## src/rtl/beep_scheduler.sv

```systemverilog
// beep_scheduler
//   Owns the single board buzzer. It arbitrates between the reversing
//   alarm, key-click feedback and the mode-change chirp, then steps the
//   granted source through its on/off pattern and drives the buzzer with a
//   square wave.
//
// Ports
//   sys_clk     system clock (50 MHz)
//   sys_rst     synchronous reset, active-high
//   alarm_en    level, alarm source enabled
//   dis         measured distance, sampled at the alarm ON->OFF boundary
//   click_req   one-cycle pulse, request a key click
//   chirp_req   one-cycle pulse, request a chirp sequence
//   beep        buzzer drive (registered)
//   active_src  0 none, 1 alarm, 2 click, 3 chirp (registered)
//   busy        high whenever active_src != 0 (registered)
module beep_scheduler #(
  parameter int unsigned ALARM_ON_CYC = 5_000_000,
  parameter int unsigned DIS_NEAR     = 5000,
  parameter int unsigned DIS_FAR      = 100000,
  parameter int unsigned DIS_SCALE    = 750,
  parameter int unsigned CLICK_CYC    = 1_000_000,
  parameter int unsigned CHIRP_CYC    = 2_500_000,
  parameter int unsigned CHIRP_N      = 3,
  parameter int unsigned ALARM_HALF   = 27408,
  parameter int unsigned CLICK_HALF   = 20000,
  parameter int unsigned CHIRP_HALF   = 13704
) (
  input  logic        sys_clk,
  input  logic        sys_rst,
  input  logic        alarm_en,
  input  logic [18:0] dis,
  input  logic        click_req,
  input  logic        chirp_req,
  output logic        beep,
  output logic [1:0]  active_src,
  output logic        busy
);

  typedef enum logic [2:0] {
    S_IDLE, S_ALM_ON, S_ALM_OFF, S_CLICK, S_CHIRP_ON, S_CHIRP_GAP
  } state_t;

  localparam logic [29:0] ALM_LAST   = 30'(ALARM_ON_CYC - 1);
  localparam logic [29:0] CLICK_LAST = 30'(CLICK_CYC - 1);
  localparam logic [29:0] CHIRP_LAST = 30'(CHIRP_CYC - 1);
  localparam logic [29:0] SCALE_W    = 30'(DIS_SCALE);
  localparam logic [18:0] NEAR_W     = 19'(DIS_NEAR);
  localparam logic [18:0] FAR_W      = 19'(DIS_FAR);
  localparam logic [2:0]  CHIRP_IDX_LAST = 3'(CHIRP_N - 1);

  state_t      state_q, state_d;
  logic [29:0] cnt_q, cnt_d;          // cycles spent in the current state
  logic [29:0] off_len_q, off_len_d;  // alarm silent length, latched at ON->OFF
  logic [15:0] tone_cnt_q, tone_cnt_d;
  logic [2:0]  idx_q, idx_d;          // chirp tone index
  logic        click_pend_q, click_pend_d;
  logic        chirp_pend_q, chirp_pend_d;
  logic        beep_q, beep_d;
  logic [1:0]  src_q, src_d;
  logic        busy_q, busy_d;

  logic        enter;                 // a (re)entry into a state this cycle
  logic        alarm_req, click_want, chirp_want;
  logic [29:0] off_prod;

  function automatic logic is_tone(input state_t s);
    return (s == S_ALM_ON) || (s == S_CLICK) || (s == S_CHIRP_ON);
  endfunction

  function automatic logic [15:0] half_last(input state_t s);
    case (s)
      S_ALM_ON: return 16'(ALARM_HALF - 1);
      S_CLICK:  return 16'(CLICK_HALF - 1);
      default:  return 16'(CHIRP_HALF - 1);
    endcase
  endfunction

  function automatic logic [1:0] src_of(input state_t s);
    case (s)
      S_ALM_ON, S_ALM_OFF:     return 2'd1;
      S_CLICK:                 return 2'd2;
      S_CHIRP_ON, S_CHIRP_GAP: return 2'd3;
      default:                 return 2'd0;
    endcase
  endfunction

  assign alarm_req = alarm_en && (dis < FAR_W);
  assign off_prod  = 30'(dis) * SCALE_W;

  // Requests for the source that already owns the buzzer are dropped.
  assign chirp_want = chirp_pend_q |
                      (chirp_req & (state_q != S_CHIRP_ON) & (state_q != S_CHIRP_GAP));
  assign click_want = click_pend_q | (click_req & (state_q != S_CLICK));

  always_comb begin
    state_d      = state_q;
    enter        = 1'b0;
    off_len_d    = off_len_q;
    idx_d        = idx_q;
    chirp_pend_d = chirp_want;
    click_pend_d = click_want;

    case (state_q)
      // IDLE and both alarm states re-arbitrate every cycle, so a chirp or
      // click preempts the alarm immediately.
      S_IDLE, S_ALM_ON, S_ALM_OFF: begin
        if (chirp_want) begin
          state_d      = S_CHIRP_ON;
          idx_d        = 3'd0;
          chirp_pend_d = 1'b0;
          enter        = 1'b1;
        end else if (click_want) begin
          state_d      = S_CLICK;
          click_pend_d = 1'b0;
          enter        = 1'b1;
        end else if (!alarm_req) begin
          state_d = S_IDLE;
          enter   = (state_q != S_IDLE);
        end else if (state_q == S_IDLE) begin
          state_d = S_ALM_ON;
          enter   = 1'b1;
        end else if (state_q == S_ALM_ON) begin
          if (cnt_q == ALM_LAST) begin
            enter = 1'b1;
            if (dis <= NEAR_W) begin
              state_d = S_ALM_ON;      // continuous tone, restart without gap
            end else begin
              off_len_d = off_prod;
              state_d   = S_ALM_OFF;
            end
          end
        end else if (cnt_q + 30'd1 >= off_len_q) begin
          state_d = S_ALM_ON;
          enter   = 1'b1;
        end
      end
      S_CLICK: begin
        if (cnt_q == CLICK_LAST) begin
          state_d = S_IDLE;
          enter   = 1'b1;
        end
      end
      S_CHIRP_ON: begin
        if (cnt_q == CHIRP_LAST) begin
          enter   = 1'b1;
          state_d = (idx_q == CHIRP_IDX_LAST) ? S_IDLE : S_CHIRP_GAP;
        end
      end
      S_CHIRP_GAP: begin
        if (cnt_q == CHIRP_LAST) begin
          enter   = 1'b1;
          state_d = S_CHIRP_ON;
          idx_d   = idx_q + 3'd1;
        end
      end
      default: begin
        state_d = S_IDLE;
        enter   = 1'b1;
      end
    endcase

    cnt_d = (enter || state_d == S_IDLE) ? 30'd0 : cnt_q + 30'd1;

    // Tone generator: every entry starts the square wave low from phase 0.
    if (!is_tone(state_d) || enter) begin
      tone_cnt_d = 16'd0;
      beep_d     = 1'b0;
    end else if (tone_cnt_q == half_last(state_q)) begin
      tone_cnt_d = 16'd0;
      beep_d     = ~beep_q;
    end else begin
      tone_cnt_d = tone_cnt_q + 16'd1;
      beep_d     = beep_q;
    end

    src_d  = src_of(state_d);
    busy_d = (state_d != S_IDLE);
  end

  always_ff @(posedge sys_clk) begin
    if (sys_rst) begin
      state_q      <= S_IDLE;
      cnt_q        <= 30'd0;
      off_len_q    <= 30'd0;
      tone_cnt_q   <= 16'd0;
      idx_q        <= 3'd0;
      click_pend_q <= 1'b0;
      chirp_pend_q <= 1'b0;
      beep_q       <= 1'b0;
      src_q        <= 2'd0;
      busy_q       <= 1'b0;
    end else begin
      state_q      <= state_d;
      cnt_q        <= cnt_d;
      off_len_q    <= off_len_d;
      tone_cnt_q   <= tone_cnt_d;
      idx_q        <= idx_d;
      click_pend_q <= click_pend_d;
      chirp_pend_q <= chirp_pend_d;
      beep_q       <= beep_d;
      src_q        <= src_d;
      busy_q       <= busy_d;
    end
  end

  assign beep       = beep_q;
  assign active_src = src_q;
  assign busy       = busy_q;

endmodule

```

## config.mk

```make
export PLATFORM = sky130hd
export DESIGN_NAME = beep_scheduler
export DESIGN_NICKNAME = d
export VERILOG_FILES = /design/src/rtl/beep_scheduler.sv
export SDC_FILE = /design/constraint.sdc
export NUM_CORES = 1
export LEC_CHECK = 0
export ABC_CLOCK_PERIOD_IN_PS = 5900
export CORE_MARGIN = 10
export CORE_UTILIZATION = 50
export CTS_CLUSTER_DIAMETER = 120
export DETAILED_ROUTE_END_ITERATION = 12
export PLACE_DENSITY = 0.72
export RECOVER_POWER = 25
export SLEW_MARGIN = 20
export SYNTH_ARGS = -nofsm -noshare
export SYNTH_HDL_FRONTEND = slang
export SYNTH_SLANG_ARGS = --single-unit
```

## constraint.sdc

```tcl
create_clock -name sys_clk -period 5.9 [get_ports sys_clk]
set_clock_uncertainty 0.2 [all_clocks]
set_input_delay 1.77 -clock sys_clk [delete_from_list [all_inputs] [get_ports sys_clk]]
set_output_delay 1.77 -clock sys_clk [all_outputs]
set_load 0.03 [all_outputs]
```

==> impl_metrics.xml, run 1 <==
<?xml version="1.0" encoding="UTF-8"?>
<metrics>
  <group name="status">
    <metric name="status" unit="">completed</metric>
  </group>
  <group name="route">
    <metric name="route.top_layer_used" unit="">met4</metric>
    <metric name="antenna_violating_nets_post_route" unit="">0</metric>
    <metric name="m1WireLength" unit="um">9930</metric>
    <metric name="drt_pass1_iterations" unit="">5</metric>
    <metric name="drt_first_iter_violations" unit="">403</metric>
    <metric name="post_drt_wl_per_cell" unit="um">15.7</metric>
    <metric name="wl_met2" unit="um">10600</metric>
    <metric name="wl_met3" unit="um">630</metric>
    <metric name="viasPerCell" unit="">5.48</metric>
    <metric name="detail_route.drc_violations" unit="">0</metric>
    <metric name="num_vias" unit="">7509</metric>
    <metric name="route.final.wire_length" unit="um">21500</metric>
  </group>
  <group name="pwr">
    <metric name="power.share.clock" unit="%">11.6</metric>
    <metric name="p_sw" unit="uW">1860</metric>
    <metric name="internal_cell_power" unit="uW">2690</metric>
    <metric name="netSwitchingFraction" unit="%">41.0</metric>
    <metric name="ir_worst_vdd" unit="uV">306</metric>
    <metric name="reg_power_share" unit="%">13.1</metric>
    <metric name="total_power" unit="uW">4550</metric>
    <metric name="combPwrFrac" unit="%">75.4</metric>
    <metric name="power_density" unit="nW/um^2">412</metric>
    <metric name="power.leakage" unit="uW">0.00487</metric>
  </group>
  <group name="critical_path">
    <metric name="timing.rr.end" unit="">tone_cnt_q[11]</metric>
    <metric name="worst_r2r_startpoint" unit="">cnt_q[0]</metric>
    <metric name="cp-start-kind" unit="">input port</metric>
    <metric name="cp.arrival" unit="ns">5.80</metric>
    <metric name="path_type_of_the_worst_setup_path" unit="">input port to flop</metric>
    <metric name="crit_end" unit="">off_len_q[24]</metric>
    <metric name="regToRegSetupSlack" unit="ns">0.55</metric>
    <metric name="path_max_fanout" unit="">5</metric>
    <metric name="critPathLaunch" unit="">dis[7]</metric>
    <metric name="rr_worst_depth" unit="">16</metric>
    <metric name="critPathRequiredTime" unit="ns">5.94</metric>
    <metric name="critPathCaptureType" unit="">flop</metric>
  </group>
  <group name="logic_synthesis">
    <metric name="async_flop_share" unit="%">0</metric>
    <metric name="mappedNetlistArea" unit="sq um">9170</metric>
    <metric name="synth_nets" unit="">1237</metric>
    <metric name="number_of_enable_flip_flop_cells_after_synthesis" unit="">0</metric>
    <metric name="synth-warning-count" unit="">0</metric>
    <metric name="synth.top_cell.area_share" unit="%">18.8</metric>
    <metric name="yosys-top-cells-area" unit="">sky130_fd_sc_hd__dfxtp_1 19%, sky130_fd_sc_hd__fa_1 18%, sky130_fd_sc_hd__ha_1 17%</metric>
    <metric name="synth.yosys.seq_area_share" unit="%">18.8</metric>
    <metric name="yosysUniqueCellTypes" unit="">79</metric>
    <metric name="synth_ff_type" unit="">sky130_fd_sc_hd__dfxtp_1</metric>
    <metric name="post_synthesis_cell_type_with_the_largest_combined_area" unit="">sky130_fd_sc_hd__dfxtp_1</metric>
    <metric name="synthesis.area_per_instance" unit="sq um">9.09</metric>
    <metric name="post_synth_inst_count" unit="">1008</metric>
    <metric name="yosys_register_bits" unit="">86</metric>
  </group>
  <group name="floorplanning">
    <metric name="die_h" unit="um">155</metric>
    <metric name="placeableCoreArea" unit="sq um">18000</metric>
    <metric name="die-area" unit="sq um">24200</metric>
    <metric name="placementRows" unit="">49</metric>
    <metric name="initial_utilization" unit="%">50.9</metric>
    <metric name="io_pins" unit="">28</metric>
    <metric name="chip_width" unit="um">155</metric>
  </group>
  <group name="timing">
    <metric name="final_hold_viol_count" unit="">0</metric>
    <metric name="grt_setup_unrepaired" unit="">yes</metric>
    <metric name="fmax" unit="MHz">174</metric>
    <metric name="final_period_minus_worst_setup_slack" unit="ns">5.76</metric>
    <metric name="fin_setup_tns" unit="ns">0</metric>
    <metric name="post-route-period-util" unit="%">97.6</metric>
    <metric name="maxSlewHeadroom" unit="%">40.2</metric>
    <metric name="timing_worst_slew_pin_value" unit="ns">0.889</metric>
    <metric name="finalSetupViolCount" unit="">0</metric>
    <metric name="final-max-slew-violation-count" unit="">0</metric>
  </group>
  <group name="global_route">
    <metric name="grt_remaining_overflow" unit="">0</metric>
    <metric name="antenna_found_initial" unit="">0</metric>
    <metric name="grt.total_usage" unit="%">18.1</metric>
    <metric name="grt_first_pass_wirelength" unit="um">37000</metric>
    <metric name="grt_max_degree" unit="">37</metric>
    <metric name="first_global_vias" unit="">7793</metric>
  </group>
  <group name="clock_tree">
    <metric name="cts_tree" unit="">done</metric>
    <metric name="cts_num_sinks" unit="">86</metric>
    <metric name="ctsHoldBuffers" unit="">0</metric>
    <metric name="cts.clk_slew.worst_paths" unit="ns">0.06</metric>
    <metric name="clk_latency" unit="ns">0.35</metric>
    <metric name="cts.path.max_buffers" unit="">2</metric>
    <metric name="total_cts_buffers" unit="">9</metric>
    <metric name="htreeDepth" unit="">3</metric>
    <metric name="cts.root.buffer_cell" unit="">sky130_fd_sc_hd__clkbuf_16</metric>
  </group>
  <group name="final_layout">
    <metric name="fin_util" unit="%">61.2</metric>
    <metric name="area_delta_synth_final" unit="%">20.3</metric>
    <metric name="drive_gt1_share" unit="%">23.0</metric>
    <metric name="layout.nets" unit="">1367</metric>
    <metric name="num_antenna_cells" unit="">0</metric>
  </group>
  <group name="min_path">
    <metric name="holdCritStartpoint" unit="">off_len_q[22]</metric>
    <metric name="hp-class" unit="">flop to flop</metric>
  </group>
  <group name="placement">
    <metric name="gp_congestion" unit="">0.864</metric>
    <metric name="place_hpwl" unit="um">16700</metric>
    <metric name="portBuffers" unit="">27</metric>
  </group>
  <group name="flow_run">
    <metric name="drv.max_cap_violation_count" unit="">0</metric>
  </group>
</metrics>
==> final cells by class <==
type	instances	area [sq um]
clock inverter	3	21.3
inverter	167	627
clock buffer	12	246
fill	1516	7000
multi-input combinational	726	6980
timing repair buffer	148	1140
tap	229	287
sequential	86	1720
==> logic make-up after synthesis <==
logic type                 after synthesis  synth area share (%)
DFF                                     86                  18.8
xor gates and xnor gates                61                  5.83
and+or+nand+nor                        311                  20.9
AOI/OAI and AO/OA                      145                  10.5
adders and majority gates              205                  34.8
muxes                                    4                 0.437
buffers and inverters                  196                  8.82
==> how the worst min path moves through the flow <==
stage               endpoint  slack, ns  cells past startpoint
2_1_floorplan   off_len_q[3]       0.23                      2
3_3_place_gp   off_len_q[17]       0.24                      2
3_5_place_dp    off_len_q[8]       0.25                      2
4_1_cts         off_len_q[8]       0.25                      2
5_1_grt        off_len_q[11]       0.28                      2
6_report       off_len_q[22]       0.25                      2
==> registers in the layout, indices dropped and copies added (netlist names) <==
signal and count:
cnt_q 30, off_len_q 28, tone_cnt_q 16, idx_q 3
state_q 3, active_src 2, beep 1, busy 1
chirp_pend_q 1, click_pend_q 1
==> cells in the mapped netlist, types with 3 or more instances <==
master and number:
sky130_fd_sc_hd__nand4b_1 3, sky130_fd_sc_hd__o21ai_0 20, sky130_fd_sc_hd__o21a_1 7, sky130_fd_sc_hd__dfxtp_1 86, sky130_fd_sc_hd__and3_1 11, sky130_fd_sc_hd__mux2i_1 4
sky130_fd_sc_hd__nor3b_2 26, sky130_fd_sc_hd__or2_2 5, sky130_fd_sc_hd__a211oi_1 11, sky130_fd_sc_hd__nand3_1 26, sky130_fd_sc_hd__a21oi_1 49, sky130_fd_sc_hd__nor3_2 10
sky130_fd_sc_hd__or4_4 3, sky130_fd_sc_hd__o22ai_1 3, sky130_fd_sc_hd__nor2_1 42, sky130_fd_sc_hd__o211ai_1 5, sky130_fd_sc_hd__ha_1 122, sky130_fd_sc_hd__nor4_1 13
sky130_fd_sc_hd__o31ai_1 7, sky130_fd_sc_hd__o21bai_1 3, sky130_fd_sc_hd__and2_1 5, sky130_fd_sc_hd__nand2_1 80, sky130_fd_sc_hd__nand4_1 14, sky130_fd_sc_hd__xor2_1 28
sky130_fd_sc_hd__clkbuf_1 16, sky130_fd_sc_hd__xnor2_1 33, sky130_fd_sc_hd__buf_6 5, sky130_fd_sc_hd__fa_1 83, sky130_fd_sc_hd__inv_1 165, sky130_fd_sc_hd__nor3_1 23
sky130_fd_sc_hd__or3_1 17, sky130_fd_sc_hd__o31a_1 3, sky130_fd_sc_hd__nor4b_1 4, sky130_fd_sc_hd__buf_4 4, sky130_fd_sc_hd__a41oi_1 4, sky130_fd_sc_hd__a21o_1 11
==> worst max-delay path, stage by stage <==
cell	delay, ns
sky130_fd_sc_hd__buf_2	0.14
sky130_fd_sc_hd__buf_4	0.17
sky130_fd_sc_hd__ha_1	0.27
sky130_fd_sc_hd__inv_1	0.05
sky130_fd_sc_hd__fa_1	0.53
sky130_fd_sc_hd__inv_1	0.07
sky130_fd_sc_hd__fa_2	0.40
sky130_fd_sc_hd__fa_1	0.60
sky130_fd_sc_hd__ha_4	0.22
sky130_fd_sc_hd__a21o_1	0.22
sky130_fd_sc_hd__a211oi_4	0.26
sky130_fd_sc_hd__o31ai_1	0.11
sky130_fd_sc_hd__o21bai_4	0.20
sky130_fd_sc_hd__buf_6	0.12
sky130_fd_sc_hd__a211oi_4	0.22
sky130_fd_sc_hd__xor2_1	0.17
sky130_fd_sc_hd__nor2_1	0.06
sky130_fd_sc_hd__a31o_2	0.20
==> placed cells by master, fill, tap and decap left out, types with 14 or more instances in the layout <==
cell type / instances
sky130_fd_sc_hd__xor2_1: 28
sky130_fd_sc_hd__or3_1: 16
sky130_fd_sc_hd__nand2_1: 79
sky130_fd_sc_hd__nor3_2: 14
sky130_fd_sc_hd__nand3_1: 26
sky130_fd_sc_hd__dfxtp_1: 86
sky130_fd_sc_hd__ha_1: 107
sky130_fd_sc_hd__nor3_1: 18
sky130_fd_sc_hd__fa_1: 78
sky130_fd_sc_hd__buf_4: 112
sky130_fd_sc_hd__inv_1: 161
sky130_fd_sc_hd__nor2_1: 42
sky130_fd_sc_hd__xnor2_1: 33
sky130_fd_sc_hd__nor3b_2: 26
sky130_fd_sc_hd__nand4_1: 14
sky130_fd_sc_hd__ha_4: 14
sky130_fd_sc_hd__o21ai_0: 14
sky130_fd_sc_hd__a21oi_1: 45
==> metrics by stage <==
step           instance area (sq um)  hold slack (ns)  setup WS (ns)  std cells
6_report                       11000            0.254          0.144       1371
5_1_grt                        11000            0.277        -0.0555       1371
4_1_cts                        10900            0.253        0.00175       1366
3_5_place_dp                   10300            0.246         -0.854       1332
3_3_place_gp                   10300            0.240         -0.780       1332
2_1_floorplan                   9170            0.232         0.0121       1008
==> what timing repair did <==
item                       4_1_cts  5_1_grt
pin swaps                       44       59
gates resized for setup         87       65
setup endpoints to repair       14       14
setup buffers                   19        5
==> per-layer routing <==
layer	global-route usage, %	vias to the layer above
met5	0	-
met4	5.35	0
met3	1.96	26
met2	30.4	122
met1	23.9	3692
li1	-	3669
==> power groups by stage <==
stage / clock network [uW] / registers [uW] / logic, uW
2_1_floorplan: 0 / 608 / 1620
3_3_place_gp: 0 / 608 / 2570
3_5_place_dp: 0 / 608 / 2620
4_1_cts: 532 / 595 / 3080
5_1_grt: 556 / 596 / 3760
6_report: 526 / 595 / 3430
Note: power is estimated with default switching activity, not from simulation.
==> run 2, diff against run 1 <==
--- a/config.mk
+++ b/config.mk
@@ -10,7 +10,7 @@
 export CORE_UTILIZATION = 50
 export CTS_CLUSTER_DIAMETER = 120
 export DETAILED_ROUTE_END_ITERATION = 12
-export PLACE_DENSITY = 0.72
+export PLACE_DENSITY = 0.7
 export RECOVER_POWER = 25
 export SLEW_MARGIN = 20
 export SYNTH_ARGS = -nofsm -noshare
==> run 2 against run 1 <==
Net effect: hold slack worse by 0.0032 ns; core utilization is 0.23 points lower; critical path depth is 1 lower; setup slack worse by 0.074 ns; global-route usage is 0.46 points lower; non-clock buffer count is 6 lower; cell count is 0.44% lower; sequential power hardly changed; critical path type unchanged; clock-buffer cell count stayed put.
==> impl_metrics.xml, run 2 (synthesis results as in run 1) <==
<?xml version="1.0" encoding="UTF-8"?>
<metrics>
  <group name="status">
    <metric name="status" unit="">completed</metric>
  </group>
  <group name="global_route">
    <metric name="first_global_vias" unit="">7558</metric>
    <metric name="grt_max_degree" unit="">48</metric>
    <metric name="grt_remaining_overflow" unit="">0</metric>
    <metric name="antenna_found_initial" unit="">0</metric>
    <metric name="grt_first_pass_wirelength" unit="um">36000</metric>
    <metric name="grt.total_usage" unit="%">17.6</metric>
  </group>
  <group name="flow_run">
    <metric name="drv.max_cap_violation_count" unit="">0</metric>
  </group>
  <group name="final_layout">
    <metric name="area_delta_synth_final" unit="%">19.8</metric>
    <metric name="num_antenna_cells" unit="">0</metric>
    <metric name="layout.nets" unit="">1361</metric>
    <metric name="largest_reg_flops" unit="">30</metric>
    <metric name="final_common_cell" unit="">sky130_fd_sc_hd__inv_1</metric>
    <metric name="layout_top_registers" unit="">cnt_q: 30 flops, off_len_q: 28 flops, tone_cnt_q: 16 flops</metric>
    <metric name="drive_gt1_share" unit="%">21.8</metric>
    <metric name="commonest_cells_after_routing_fill_and_taps_aside" unit="">163 x sky130_fd_sc_hd__inv_1, 110 x sky130_fd_sc_hd__ha_1, 103 x sky130_fd_sc_hd__buf_4</metric>
    <metric name="largest-register" unit="">cnt_q</metric>
  </group>
  <group name="floorplanning">
    <metric name="placementRows" unit="">49</metric>
    <metric name="placeableCoreArea" unit="sq um">18000</metric>
    <metric name="initial_utilization" unit="%">50.9</metric>
    <metric name="die-area" unit="sq um">24200</metric>
    <metric name="die_h" unit="um">155</metric>
    <metric name="chip_width" unit="um">155</metric>
    <metric name="io_pins" unit="">28</metric>
  </group>
  <group name="critical_path">
    <metric name="most_frequent_cell_on_the_critical_path" unit="">sky130_fd_sc_hd__fa_1</metric>
    <metric name="path_type_of_the_worst_setup_path" unit="">input port to flop</metric>
    <metric name="critical_path.top_delay_family" unit="">adder cells</metric>
    <metric name="critPathRequiredTime" unit="ns">5.91</metric>
    <metric name="path_max_fanout" unit="">6</metric>
    <metric name="critPathCaptureType" unit="">flop</metric>
    <metric name="timing.critical_path.slowest_cell_delay" unit="ns">0.57</metric>
    <metric name="critPathSlowestCell" unit="">sky130_fd_sc_hd__fa_1</metric>
    <metric name="cp-start-kind" unit="">input port</metric>
    <metric name="critical_path.cell_chain" unit="">buf_2 -&gt; buf_6 -&gt; fa_1 -&gt; fa_1 -&gt; fa_1 -&gt; fa_1 -&gt; ha_4 -&gt; buf_6 -&gt; a21o_1 -&gt; a21oi_2 -&gt; o31a_1 -&gt; buf_4 -&gt; nor3_2 -&gt; o31ai_1 -&gt; nand2b_1 -&gt; xnor2_1 -&gt; o22ai_1</metric>
    <metric name="cp.arrival" unit="ns">5.84</metric>
    <metric name="timing.critical_path.buf_inv" unit="">4</metric>
  </group>
  <group name="placement">
    <metric name="pre_cts_ws" unit="ns">-0.926</metric>
    <metric name="portBuffers" unit="">27</metric>
    <metric name="place_hpwl" unit="um">16600</metric>
    <metric name="gp_congestion" unit="">0.862</metric>
  </group>
  <group name="timing">
    <metric name="setup_slack" unit="ns">0.0706</metric>
    <metric name="finalSetupViolCount" unit="">0</metric>
    <metric name="post-route-period-util" unit="%">98.8</metric>
    <metric name="final_hold_viol_count" unit="">0</metric>
    <metric name="timing_worst_slew_pin_value" unit="ns">0.901</metric>
    <metric name="final-max-slew-violation-count" unit="">0</metric>
    <metric name="final_period_minus_worst_setup_slack" unit="ns">5.83</metric>
    <metric name="fmax" unit="MHz">172</metric>
    <metric name="maxSlewHeadroom" unit="%">40.0</metric>
  </group>
  <group name="clock_tree">
    <metric name="cts_tree" unit="">done</metric>
    <metric name="cts_num_sinks" unit="">86</metric>
    <metric name="cts.clk_slew.worst_paths" unit="ns">0.06</metric>
    <metric name="cts.root.buffer_cell" unit="">sky130_fd_sc_hd__clkbuf_16</metric>
    <metric name="ctsHoldBuffers" unit="">0</metric>
    <metric name="clk_latency" unit="ns">0.34</metric>
    <metric name="cts.path.max_buffers" unit="">2</metric>
    <metric name="htreeDepth" unit="">3</metric>
    <metric name="total_cts_buffers" unit="">9</metric>
  </group>
  <group name="route">
    <metric name="post_drt_wl_per_cell" unit="um">15.5</metric>
    <metric name="antenna_violating_nets_post_route" unit="">0</metric>
    <metric name="num_vias" unit="">7380</metric>
    <metric name="drt_first_iter_violations" unit="">424</metric>
    <metric name="route.final.wire_length" unit="um">21200</metric>
    <metric name="detail_route.drc_violations" unit="">0</metric>
    <metric name="viasPerCell" unit="">5.41</metric>
    <metric name="drt_pass1_iterations" unit="">4</metric>
  </group>
  <group name="pwr">
    <metric name="power_density" unit="nW/um^2">402</metric>
    <metric name="ir_worst_vdd" unit="uV">337</metric>
    <metric name="power.leakage" unit="uW">0.00486</metric>
    <metric name="total_power" unit="uW">4420</metric>
  </group>
  <group name="min_path">
    <metric name="hp-class" unit="">flop to flop</metric>
  </group>
</metrics>
-- run 2: cell count changes in the layout (fill, tap and decap cells not counted), sizes merged --
cell	delta
bufinv	+1
dlymetal6s2s	-1
dlygate4sd2	+3
buf	-7
clkdlybuf4s15	+2
clkinvlp	-1
clkbuf	-3
-- run 2: final cells by class --
class	instances	area, sq um
fill	1551	7040
multi-input combinational	726	6930
inverter	167	627
clock buffer	12	256
timing repair buffer	142	1120
sequential	86	1720
clock inverter	3	43.8
tap	229	287
-- run 2: through the flow --
step	std cells	util [%]	hold slack (ns)	setup TNS, ns	cell area [sq um]
floorplan	1008	-	0.232	0	9170
global placement	1336	57.3	0.242	-9.82	10300
detailed placement	1336	57.3	0.243	-11.17	10300
CTS	1358	60.1	0.252	0	10800
global route	1365	61.0	0.278	-0.155	11000
finish	1365	61.0	0.250	0	11000
-- run 2: power breakdown --
group	total [uW]	switching (uW)	internal, uW
Clock	572	223	349
Sequential	595	7.59	587
Combinational	3250	1540	1720
-- run 2: worst register-to-register path: stages (launching register included) --
cell,delay (ns)
sky130_fd_sc_hd__dfxtp_1,0.41
sky130_fd_sc_hd__ha_1,0.28
sky130_fd_sc_hd__nand4_1,0.26
sky130_fd_sc_hd__or3_2,0.59
sky130_fd_sc_hd__nor3_1,0.40
sky130_fd_sc_hd__nand2_1,0.18
sky130_fd_sc_hd__nor2_1,0.15
sky130_fd_sc_hd__xor2_1,0.21
sky130_fd_sc_hd__ha_1,0.27
sky130_fd_sc_hd__o21ai_0,0.14
sky130_fd_sc_hd__o21ai_0,0.10
sky130_fd_sc_hd__a21o_1,0.21
sky130_fd_sc_hd__nor4_1,0.54
sky130_fd_sc_hd__o21ai_2,0.13
sky130_fd_sc_hd__o211ai_1,0.36
sky130_fd_sc_hd__and3b_1,0.82
sky130_fd_sc_hd__nor4_1,0.12
-- run 2: what timing repair did --
| action | in CTS | in global routing |
|---|---|---|
| pin swaps | 49 | 51 |
| endpoints found under the setup margin | 15 | 12 |
| buffers inserted | 7 | 7 |
| resized for setup | 85 | 47 |
-- run 2: path summary, 6_finish.rpt --
kind,from,end,slack (ns),cells after the start
worst max-delay path,dis[9],off_len_q[20],0.07,17
worst min-delay path,off_len_q[19],off_len_q[19],0.25,2
worst max register to register,cnt_q[0],tone_cnt_q[11],0.39,16
worst min register to register,off_len_q[19],off_len_q[19],0.25,2
-- run 2: routing by layer --
metal	GRT usage, %	wire length [um]	up-vias
met4	3.92	234	0
li1	-	-	3654
met3	1.96	568	21
met5	0	0	-
met1	23.6	9860	3602
met2	29.9	10500	103
==> run 3, diff against run 2 <==
--- a/config.mk
+++ b/config.mk
@@ -7,10 +7,10 @@
 export LEC_CHECK = 0
 export ABC_CLOCK_PERIOD_IN_PS = 5900
 export CORE_MARGIN = 10
-export CORE_UTILIZATION = 50
+export CORE_UTILIZATION = 58
 export CTS_CLUSTER_DIAMETER = 120
 export DETAILED_ROUTE_END_ITERATION = 12
-export PLACE_DENSITY = 0.7
+export PLACE_DENSITY = 0.79
 export RECOVER_POWER = 25
 export SLEW_MARGIN = 20
 export SYNTH_ARGS = -nofsm -noshare
==> run 3 against run 2 <==
Net effect: power increased by 1.2%; setup slack gained 0.028 ns; final area grew 0.30%; non-clock buffer count grew 4; first-iteration DRC count rose by 16%; register-to-register slack gained 0.27 ns; clock-buffer cell count unchanged; critical path depth grew 1; core utilization rose by 11 points; largest cell class unchanged.
==> impl_metrics.xml, run 3 (synthesis results as in run 1) <==
<?xml version="1.0" encoding="UTF-8"?>
<metrics>
  <group name="status">
    <metric name="status" unit="">completed</metric>
  </group>
  <group name="pwr">
    <metric name="ir_worst_vdd" unit="uV">367</metric>
    <metric name="power_density" unit="nW/um^2">406</metric>
    <metric name="power.leakage" unit="uW">0.00488</metric>
    <metric name="total_power" unit="uW">4480</metric>
  </group>
  <group name="critical_path">
    <metric name="crit_end" unit="">off_len_q[28]</metric>
    <metric name="path_type_of_the_worst_setup_path" unit="">input port to flop</metric>
    <metric name="critPathSlowestCell" unit="">sky130_fd_sc_hd__fa_1</metric>
    <metric name="cp-start-kind" unit="">input port</metric>
    <metric name="path_max_fanout" unit="">5</metric>
    <metric name="cp.arrival" unit="ns">5.85</metric>
    <metric name="critical_path.cell_chain" unit="">buf_12 -&gt; buf_6 -&gt; ha_1 -&gt; inv_1 -&gt; fa_1 -&gt; inv_1 -&gt; fa_1 -&gt; fa_2 -&gt; ha_4 -&gt; buf_4 -&gt; nand4_1 -&gt; buf_4 -&gt; or3_4 -&gt; o21bai_4 -&gt; a211oi_4 -&gt; o31ai_2 -&gt; xnor2_1 -&gt; o31ai_1</metric>
    <metric name="critPathRequiredTime" unit="ns">5.95</metric>
    <metric name="timing.critical_path.buf_inv" unit="">6</metric>
    <metric name="worst_r2r_startpoint" unit="">cnt_q[0]</metric>
    <metric name="critPathCaptureType" unit="">flop</metric>
    <metric name="timing.critical_path.slowest_cell_delay" unit="ns">0.57</metric>
    <metric name="critPathLaunch" unit="">dis[6]</metric>
    <metric name="critical_path.top_delay_family" unit="">adder cells</metric>
    <metric name="rr_worst_depth" unit="">16</metric>
    <metric name="regToRegSetupSlack" unit="ns">0.66</metric>
    <metric name="timing.rr.end" unit="">cnt_q[7]</metric>
    <metric name="critical_path_depth" unit="">18</metric>
  </group>
  <group name="clock_tree">
    <metric name="cts.path.max_buffers" unit="">2</metric>
    <metric name="cts.root.buffer_cell" unit="">sky130_fd_sc_hd__clkbuf_16</metric>
    <metric name="ctsHoldBuffers" unit="">0</metric>
    <metric name="cts_num_sinks" unit="">86</metric>
    <metric name="clk_latency" unit="ns">0.34</metric>
    <metric name="cts_tree" unit="">done</metric>
    <metric name="cts.clk_slew.worst_paths" unit="ns">0.06</metric>
    <metric name="total_cts_buffers" unit="">9</metric>
    <metric name="htreeDepth" unit="">3</metric>
  </group>
  <group name="global_route">
    <metric name="grt_first_pass_wirelength" unit="um">36200</metric>
    <metric name="grt.total_usage" unit="%">20.0</metric>
    <metric name="grt_max_degree" unit="">37</metric>
    <metric name="first_global_vias" unit="">7653</metric>
    <metric name="antenna_found_initial" unit="">0</metric>
    <metric name="grt_remaining_overflow" unit="">0</metric>
  </group>
  <group name="timing">
    <metric name="worst_hold_slack" unit="ns">0.251</metric>
    <metric name="maxSlewHeadroom" unit="%">56.2</metric>
    <metric name="grt_setup_unrepaired" unit="">yes</metric>
    <metric name="timing_worst_slew_pin_value" unit="ns">0.653</metric>
    <metric name="final-max-slew-violation-count" unit="">0</metric>
    <metric name="finalSetupViolCount" unit="">0</metric>
    <metric name="final_hold_viol_count" unit="">0</metric>
    <metric name="post-route-period-util" unit="%">98.3</metric>
    <metric name="fmax" unit="MHz">172</metric>
    <metric name="fin_setup_tns" unit="ns">0</metric>
    <metric name="final_period_minus_worst_setup_slack" unit="ns">5.80</metric>
  </group>
  <group name="floorplanning">
    <metric name="placeableCoreArea" unit="sq um">15400</metric>
    <metric name="placementRows" unit="">45</metric>
    <metric name="chip_width" unit="um">146</metric>
    <metric name="initial_utilization" unit="%">59.6</metric>
    <metric name="die-area" unit="sq um">21200</metric>
    <metric name="die_h" unit="um">146</metric>
    <metric name="io_pins" unit="">28</metric>
  </group>
  <group name="placement">
    <metric name="place_hpwl" unit="um">16500</metric>
    <metric name="dpl.cell_count" unit="">1324</metric>
    <metric name="gp_congestion" unit="">0.909</metric>
    <metric name="postPlaceCellArea" unit="sq um">10300</metric>
    <metric name="portBuffers" unit="">27</metric>
  </group>
  <group name="final_layout">
    <metric name="layout_top_registers" unit="">cnt_q: 30 flops, off_len_q: 28 flops, tone_cnt_q: 16 flops</metric>
    <metric name="final_common_cell" unit="">sky130_fd_sc_hd__inv_1</metric>
    <metric name="num_antenna_cells" unit="">0</metric>
    <metric name="postLayoutCellArea" unit="sq um">11000</metric>
    <metric name="stdcell_count" unit="">1352</metric>
    <metric name="largest-register" unit="">cnt_q</metric>
    <metric name="layout.nets" unit="">1365</metric>
    <metric name="drive_gt1_share" unit="%">22.5</metric>
    <metric name="commonest_cells_after_routing_fill_and_taps_aside" unit="">160 x sky130_fd_sc_hd__inv_1, 109 x sky130_fd_sc_hd__ha_1, 109 x sky130_fd_sc_hd__buf_4</metric>
    <metric name="area_delta_synth_final" unit="%">20.2</metric>
    <metric name="largest_reg_flops" unit="">30</metric>
  </group>
  <group name="route">
    <metric name="detail_route.drc_violations" unit="">0</metric>
    <metric name="drt_first_iter_violations" unit="">490</metric>
    <metric name="route.final.wire_length" unit="um">22100</metric>
    <metric name="num_vias" unit="">7560</metric>
    <metric name="post_drt_wl_per_cell" unit="um">16.3</metric>
    <metric name="drt_pass1_iterations" unit="">6</metric>
    <metric name="antenna_violating_nets_post_route" unit="">0</metric>
    <metric name="viasPerCell" unit="">5.59</metric>
  </group>
  <group name="min_path">
    <metric name="hp-class" unit="">flop to flop</metric>
  </group>
  <group name="flow_run">
    <metric name="drv.max_cap_violation_count" unit="">0</metric>
  </group>
</metrics>
run 3: changes by cell type in the layout (fill, tap and decap cells not counted), sizes merged:
| cell | before | now |
|---|---|---|
| buf | 125 | 130 |
| clkbuf | 17 | 19 |
| clkdlybuf4s15 | 2 | 0 |
| dlygate4sd2 | 3 | 1 |
| clkinvlp | 0 | 1 |
| dlymetal6s2s | 0 | 1 |
run 3: where the power goes:
| group | switching, uW | total (uW) | internal [uW] |
|---|---|---|---|
| clock | 230 | 583 | 353 |
| combinational | 1560 | 3300 | 1740 |
| sequential | 7.42 | 595 | 587 |
run 3: how the worst min path moves through the flow:
stage / depth (start not counted) / start / slack, ns / endpoint
2_1_floorplan: 2 / off_len_q[3] / 0.23 / off_len_q[3]
3_3_place_gp: 2 / off_len_q[17] / 0.24 / off_len_q[17]
3_5_place_dp: 2 / off_len_q[4] / 0.24 / off_len_q[4]
4_1_cts: 2 / off_len_q[16] / 0.25 / off_len_q[16]
5_1_grt: 2 / off_len_q[10] / 0.28 / off_len_q[10]
6_report: 2 / off_len_q[4] / 0.25 / off_len_q[4]
run 3: metal layers:
layer  GRT usage [%]  vias up  part of all wire [%]
li1                -     3666                     -
met1            24.2     3631                    41
met2            35.8      204                    51
met3            2.67       59                   4.5
met4            6.17        0                   2.8
met5               0        -                     0
run 3: area by class of cell:
class	instances	area (sq um)
well taps	211	264
clock inverters	4	55.1
inverters	167	627
clock buffers	12	256
multi-input cells	726	6940
fillers	1055	4350
flip-flops and latches	86	1720
repair buffers	146	1160
run 3: timing repair:
item                                    CTS  global route
pin swaps                                40            62
setup buffers                             6             7
endpoints found under the setup margin   15            13
gates resized for setup                  78            81
gates cloned                              0             0
run 3: worst min-delay path: stages, from the launching register on:
cell	delay, ns
sky130_fd_sc_hd__dfxtp_1	0.31
sky130_fd_sc_hd__nand2_1	0.05
sky130_fd_sc_hd__a21oi_1	0.05
run 3: metrics by stage:
stage                     setup slack (ns)  utilization (%)
after CTS                         -0.00742             70.6
after floorplan                     0.0121                -
after detailed placement            -0.838             67.3
after global placement              -0.750             67.3
after global routing               -0.0651             71.7
final                               0.0990             71.7
